<file path="config.mk">
export PLATFORM = sky130hd
export DESIGN_NAME = onehot_piece_selector
export DESIGN_NICKNAME = d
export VERILOG_FILES = /design/src/rtl/onehot_sel_pkg.sv /design/src/rtl/btn_debounce.sv /design/src/rtl/onehot_piece_selector.sv
export SDC_FILE = /design/constraint.sdc
export NUM_CORES = 1
export LEC_CHECK = 0
export CAP_MARGIN = 20
export CORE_AREA = 5 5 76 78
export CTS_BUF_LIST = sky130_fd_sc_hd__clkbuf_4 sky130_fd_sc_hd__clkbuf_8
export CTS_CLUSTER_DIAMETER = 60
export DETAILED_ROUTE_END_ITERATION = 8
export DIE_AREA = 0 0 81 83
export PLACE_DENSITY_LB_ADDON = 0.12
export SYNTH_ARGS = -nofsm -noshare
export SYNTH_HDL_FRONTEND = slang
export SYNTH_SLANG_ARGS = --single-unit
export TNS_END_PERCENT = 50
</file>
<file path="constraint.sdc">
create_clock -name i_Clk -period 1.6 [get_ports i_Clk]
set_input_delay 0.16 -clock i_Clk [delete_from_list [all_inputs] [get_ports i_Clk]]
set_output_delay 0.16 -clock i_Clk [all_outputs]
set_load 0.01 [all_outputs]
</file>
<file path="src/rtl/onehot_sel_pkg.sv">
// Shared widths, reset value and one-hot helper for the piece selector.
package onehot_sel_pkg;

    localparam int SEL_W = 8;
    localparam int IDX_W = 3;
    localparam logic [SEL_W-1:0] SEL_RESET = 8'b00000001;

    // OR-reduction rather than a priority search: the input is always one-hot.
    function automatic logic [IDX_W-1:0] onehot_to_idx(input logic [SEL_W-1:0] onehot);
        logic [IDX_W-1:0] idx;
        idx = '0;
        for (int i = 0; i < SEL_W; i++) begin
            if (onehot[i]) begin
                idx = idx | IDX_W'(i);
            end
        end
        return idx;
    endfunction

endpackage

</file>
<file path="src/rtl/btn_debounce.sv">
// Raw push-button conditioning: 2-flop synchroniser, stability counter and
// rising-edge detector producing a single-cycle press pulse.
module btn_debounce
    import onehot_sel_pkg::*;
#(
    parameter int unsigned DEBOUNCE_CYCLES = 20'd1000000,
    parameter int          CNT_W           = 20
) (
    input  logic i_Clk,
    input  logic i_Rst_n,
    input  logic i_Raw,
    output logic o_Level,
    output logic o_Press
);

    logic             sync1_reg;
    logic             sync2_reg;
    logic             deb_reg;
    logic             deb_d_reg;
    logic [CNT_W-1:0] cnt_reg;

    always_ff @(posedge i_Clk or negedge i_Rst_n) begin
        if (!i_Rst_n) begin
            sync1_reg <= 1'b0;
            sync2_reg <= 1'b0;
            deb_reg   <= 1'b0;
            deb_d_reg <= 1'b0;
            cnt_reg   <= '0;
        end else begin
            sync1_reg <= i_Raw;
            sync2_reg <= sync1_reg;
            deb_d_reg <= deb_reg;
            // Any sample agreeing with the accepted level restarts the run.
            if (sync2_reg == deb_reg) begin
                cnt_reg <= '0;
            end else if (cnt_reg == CNT_W'(DEBOUNCE_CYCLES - 1)) begin
                deb_reg <= sync2_reg;
                cnt_reg <= '0;
            end else begin
                cnt_reg <= cnt_reg + 1'b1;
            end
        end
    end

    assign o_Level = deb_reg;
    assign o_Press = deb_reg & ~deb_d_reg;

endmodule

</file>
<file path="src/rtl/onehot_piece_selector.sv">
// Next/prev buttons to an 8-bit one-hot piece selection with wrap-around.
// Define ONEHOT_SEL_AUTO_REPEAT_EN to add hold-to-repeat stepping.
module onehot_piece_selector
    import onehot_sel_pkg::*;
#(
    parameter int unsigned DEBOUNCE_CYCLES = 20'd1000000,
    parameter int          CNT_W           = 20,
    parameter int          REPEAT_DELAY    = 25000000,
    parameter int          REPEAT_PERIOD   = 10000000
) (
    input  logic             i_Clk,
    input  logic             i_Rst_n,
    input  logic             i_Btn_Next,
    input  logic             i_Btn_Prev,
    input  logic             i_Lock,
    output logic [SEL_W-1:0] o_Sel_OneHot,
    output logic [IDX_W-1:0] o_Sel_Index,
    output logic             o_Sel_Changed
);

    localparam int NBTN = 2;

    // Index 0 is "next", index 1 is "prev".
    logic [NBTN-1:0] raw;
    logic [NBTN-1:0] level;
    logic [NBTN-1:0] press;
    logic [NBTN-1:0] step;

    logic [SEL_W-1:0] sel_reg;
    logic [SEL_W-1:0] sel_next;
    logic [IDX_W-1:0] idx_reg;
    logic             changed_reg;
    logic             move;

    assign raw = {i_Btn_Prev, i_Btn_Next};

    generate
        for (genvar gi = 0; gi < NBTN; gi++) begin : g_btn
            btn_debounce #(
                .DEBOUNCE_CYCLES (DEBOUNCE_CYCLES),
                .CNT_W           (CNT_W)
            ) u_debounce (
                .i_Clk   (i_Clk),
                .i_Rst_n (i_Rst_n),
                .i_Raw   (raw[gi]),
                .o_Level (level[gi]),
                .o_Press (press[gi])
            );
        end
    endgenerate

`ifdef ONEHOT_SEL_AUTO_REPEAT_EN
    localparam int REP_W = $clog2(REPEAT_DELAY + 1);

    generate
        for (genvar gi = 0; gi < NBTN; gi++) begin : g_rep
            logic [REP_W-1:0] rep_cnt_reg;
            logic             rep_fire;

            assign rep_fire = level[gi] & (rep_cnt_reg == REP_W'(REPEAT_DELAY - 1));

            // After each repeat the counter reloads so the next one lands
            // REPEAT_PERIOD clocks later.
            always_ff @(posedge i_Clk or negedge i_Rst_n) begin
                if (!i_Rst_n) begin
                    rep_cnt_reg <= '0;
                end else if (!level[gi] || press[gi] || press[NBTN-1-gi]) begin
                    rep_cnt_reg <= '0;
                end else if (rep_fire) begin
                    rep_cnt_reg <= REP_W'(REPEAT_DELAY - REPEAT_PERIOD);
                end else begin
                    rep_cnt_reg <= rep_cnt_reg + 1'b1;
                end
            end

            assign step[gi] = press[gi] | rep_fire;
        end
    endgenerate
`else
    assign step = press & level;
`endif

    assign move = ~i_Lock & (step[0] ^ step[1]);

    always_comb begin
        sel_next = sel_reg;
        if (move) begin
            if (step[0]) begin
                sel_next = {sel_reg[SEL_W-2:0], sel_reg[SEL_W-1]};
            end else begin
                sel_next = {sel_reg[0], sel_reg[SEL_W-1:1]};
            end
        end
    end

    always_ff @(posedge i_Clk or negedge i_Rst_n) begin
        if (!i_Rst_n) begin
            sel_reg     <= SEL_RESET;
            idx_reg     <= '0;
            changed_reg <= 1'b0;
        end else begin
            sel_reg     <= sel_next;
            idx_reg     <= onehot_to_idx(sel_next);
            changed_reg <= move;
        end
    end

    assign o_Sel_OneHot  = sel_reg;
    assign o_Sel_Index   = idx_reg;
    assign o_Sel_Changed = changed_reg;

endmodule

</file>
==> impl_metrics.csv <==
group,metric,value,unit
layout,post-route-cell-area,3670,um^2
floorplanning,rows,26,
clocking,cts_tree,"built",
global_route,antenna_found_initial,0,
worst_setup_path,start_kind,"register",
sta,rsz0062_at_grt,"true",
sta,period_minus_slack,1.52,ns
logic_synthesis,synth_top_area_share,51.6,%
logic_synthesis,yosys.area.top_type,"dfrtp_1",
drt,wire_per_inst,13.1,um
drt,wl_met3,188,um
floorplanning,initial_core_util,57.1,%
run_status,status,"complete, no violations",
clocking,clock-sinks,60,
clocking,clk_root_buffer_cell,"clkbuf_8",
clocking,cts_buffers,9,
global_route,grt_first_pass_wirelength,9.04,mm
logic_synthesis,synthesis.nets,271,
worst_setup_path,reg2reg_to,"o_Sel_Index[0]$_DFF_PN0_",
sta,whs,0.267,ns
logic_synthesis,async_reset_ff_share,100,%
worst_setup_path,cp.arrival,1.73,ns
worst_setup_path,end_kind,"register",
floorplanning,die_w,81,um
floorplanning,core_area,5010,um^2
sta,max_freq,656,MHz
worst_setup_path,crit_path_max_fanout,7,
drt,route.detailed.drc,0,
global_route,first_global_vias,1942,
global_route,overflow,0,
worst_hold_path,hp-start,"i_Btn_Next",
clocking,clock_latency,0.33,ns
floorplanning,ios,17,
worst_setup_path,timing_worst_setup_path_type,"register to register",
drt,dr.max_layer_used,"met4",
power_and_ir_drop,comb_power_share,5.8,%
floorplanning,chipHeight,83,um
drt,final_antenna_net_count,0,
sta,min_period_over_period,95.3,%
layout,final_util,73.4,%
layout,largest_reg_flops,40,
power_and_ir_drop,vdd.ir_drop.worst,0.712,mV
sta,worst_slack,0.0751,ns
clocking,cts.path.max_buffers,2,
logic_synthesis,ys_ff_latch,60,
placed_design,post-place-ws,-0.0105,ns
worst_setup_path,rr_startpoint,"g_btn[0].u_debounce.deb_d_reg$_DFF_PN0_",
logic_synthesis,yosysSeqAreaShare,52.5,%
logic_synthesis,synthTopCellsByArea,"dfrtp_1, xor2_1, nor2_1",
sta,slew_headroom,70.4,%
power_and_ir_drop,power_density,854,nW/um^2
drt,vias,2027,
layout,antenna_cells,0,
logic_synthesis,avgSynthCellArea,10.8,um^2
power_and_ir_drop,internal_power,2.45,mW
drt,m1WireLength,2.42,mm
power_and_ir_drop,p_sw_share,22.0,%
drt,wl_met2,2.46,mm
power_and_ir_drop,clockPowerShare,44.1,%
power_and_ir_drop,p_leak,1.63,nW
sta,hold_viol_final,0,
clocking,cts.clk_slew.worst_paths,0.07,ns
sta,finalSetupViolCount,0,
power_and_ir_drop,total_power,3.14,mW
logic_synthesis,synthesis.area,2860,um^2
logic_synthesis,synth.top_cells.by_count,"dfrtp_1, nor2_1, xor2_1",
placed_design,io_buffers,16,
logic_synthesis,synth_edf_count,0,
sta,finClkSkew,0.00699,ns
sta,tightestPinTransition,0.443,ns
power_and_ir_drop,seqPwrFrac,50.2,%
layout,drive_above_1_share,26.2,%
drt,drt_iter0_markers,70,
sta,drv_slew,0,
global_route,grt_max_degree,43,
floorplanning,dieArea,6720,um^2
placed_design,dp_hpwl,3.53,mm
logic_synthesis,ys.flop_type,"dfrtp_1",
worst_setup_path,r2r_slack,0.08,ns
drt,routed_wl,5.18,mm
logic_synthesis,yosysUniqueCellTypes,40,
power_and_ir_drop,netSwitchingPower,0.689,mW
placed_design,gp_congestion,0.870,
worst_setup_path,r2r_cells,6,
worst_hold_path,hold_class,"input pin to register",
placed_design,dpl_cell_area,3310,um^2
worst_hold_path,hold_path_end,"g_btn[0].u_debounce.sync1_reg$_DFF_PN0_",
sta,fin_tns_setup,0,ns
clocking,htreeDepth,3,
layout,final_nets,326,
logic_synthesis,yosysMostFrequentCell,"dfrtp_1",
worst_hold_path,hold_depth,1,
global_route,grt_use_total,17.2,%
job,drv_cap,0,
placed_design,dp_cells,371,
logic_synthesis,synth_cells,264,
logic_synthesis,yosysWarningCount,0,
drt,via_per_inst,5.14,
layout,instances_no_fill,394,
layout,area_delta_synth_final,28.4,%
worst_setup_path,cp.required,1.81,ns
drt,first_pass_iters,4,
[power by group through the flow]
stage          sequential [mW]  clock, mW  combinational (mW)
2_1_floorplan             1.60          0              0.0658
3_3_place_gp              1.60          0               0.175
3_5_place_dp              1.60          0               0.178
4_1_cts                   1.57       1.42               0.179
5_1_grt                   1.58       1.50               0.202
6_report                  1.57       1.38               0.180
[critical path: stages (launching register included)]
cell,delay (ns)
dfrtp_1,0.36
and2b_4,0.30
buf_4,0.13
buf_4,0.14
mux2i_1,0.25
nor3_1,0.06
nand4b_1,0.16
[placed cells by master, fill, tap and decap left out, drive strengths merged, types with 4 or more instances in the layout]
master,count
nand3,20
nand2,16
buf,35
nor4,7
mux2,4
o21ai,5
xnor2,13
dfrtp,59
xor2,26
nor2,54
clkbuf,12
nor3,6
inv,6
mux2i,7
nand4,7
clkdlybuf4s50,14
and3,4
[final cells by class]
type                    instances  area [um^2]
inverters                       6         22.5
well taps                      70         87.6
clock buffers                  12          159
repair buffers                 51          473
flip-flops and latches         60         1510
clock inverters                 4         47.5
fillers                       368         1340
multi-input cells             191         1380
[metal layers]
| layer | global-route usage (%) | vias up |
|---|---|---|
| li1 | - | 1014 |
| met1 | 23.2 | 972 |
| met2 | 26.1 | 32 |
| met3 | 3.68 | 9 |
| met4 | 8.29 | 0 |
| met5 | 0 | - |
[worst max path at each step]
stage | start | endpoint | slack (ns) | cells past startpoint
final | g_btn[0].u_debounce.deb_d_reg$_DFF_PN0_ | o_Sel_Index[0]$_DFF_PN0_ | 0.08 | 6
after global routing | g_btn[0].u_debounce.cnt_reg[2]$_DFF_PN0_ | g_btn[0].u_debounce.cnt_reg[15]$_DFF_PN0_ | -0.01 | 5
after CTS | g_btn[0].u_debounce.o_Level$_DFFE_PN0P_ | o_Sel_Index[2]$_DFF_PN0_ | -0.003 | 5
after detailed placement | g_btn[0].u_debounce.o_Level$_DFFE_PN0P_ | o_Sel_Index[2]$_DFF_PN0_ | -0.01 | 5
after global placement | g_btn[0].u_debounce.deb_d_reg$_DFF_PN0_ | o_Sel_Index[0]$_DFF_PN0_ | -0.03 | 5
after floorplan | g_btn[0].u_debounce.deb_d_reg$_DFF_PN0_ | o_Sel_Index[1]$_DFF_PN0_ | 0.10 | 5
[timing repair]
item                                   4_1_cts  5_1_grt
endpoints found under the hold margin       17        0
buffers inserted                             0        6
gates resized for setup                      3       20
setup endpoints to repair                    3       46
hold buffers                                 1        0
pin swaps                                    0        7
[cells by family (layout without fill, tap and decap cells)]
family                     after synthesis  after routing  synth area share [%]
adders and majority gates                2              2                 0.874
and+or+nand+nor                        125            125                  24.2
xor gates and xnor gates                39             39                  11.9
AOI/OAI and AO/OA                       14             14                  3.72
muxes                                   11             11                  4.02
buffers and inverters                   13             73                  2.71
DFF                                     60             60                  52.5
(Power assumes the default switching activity.)
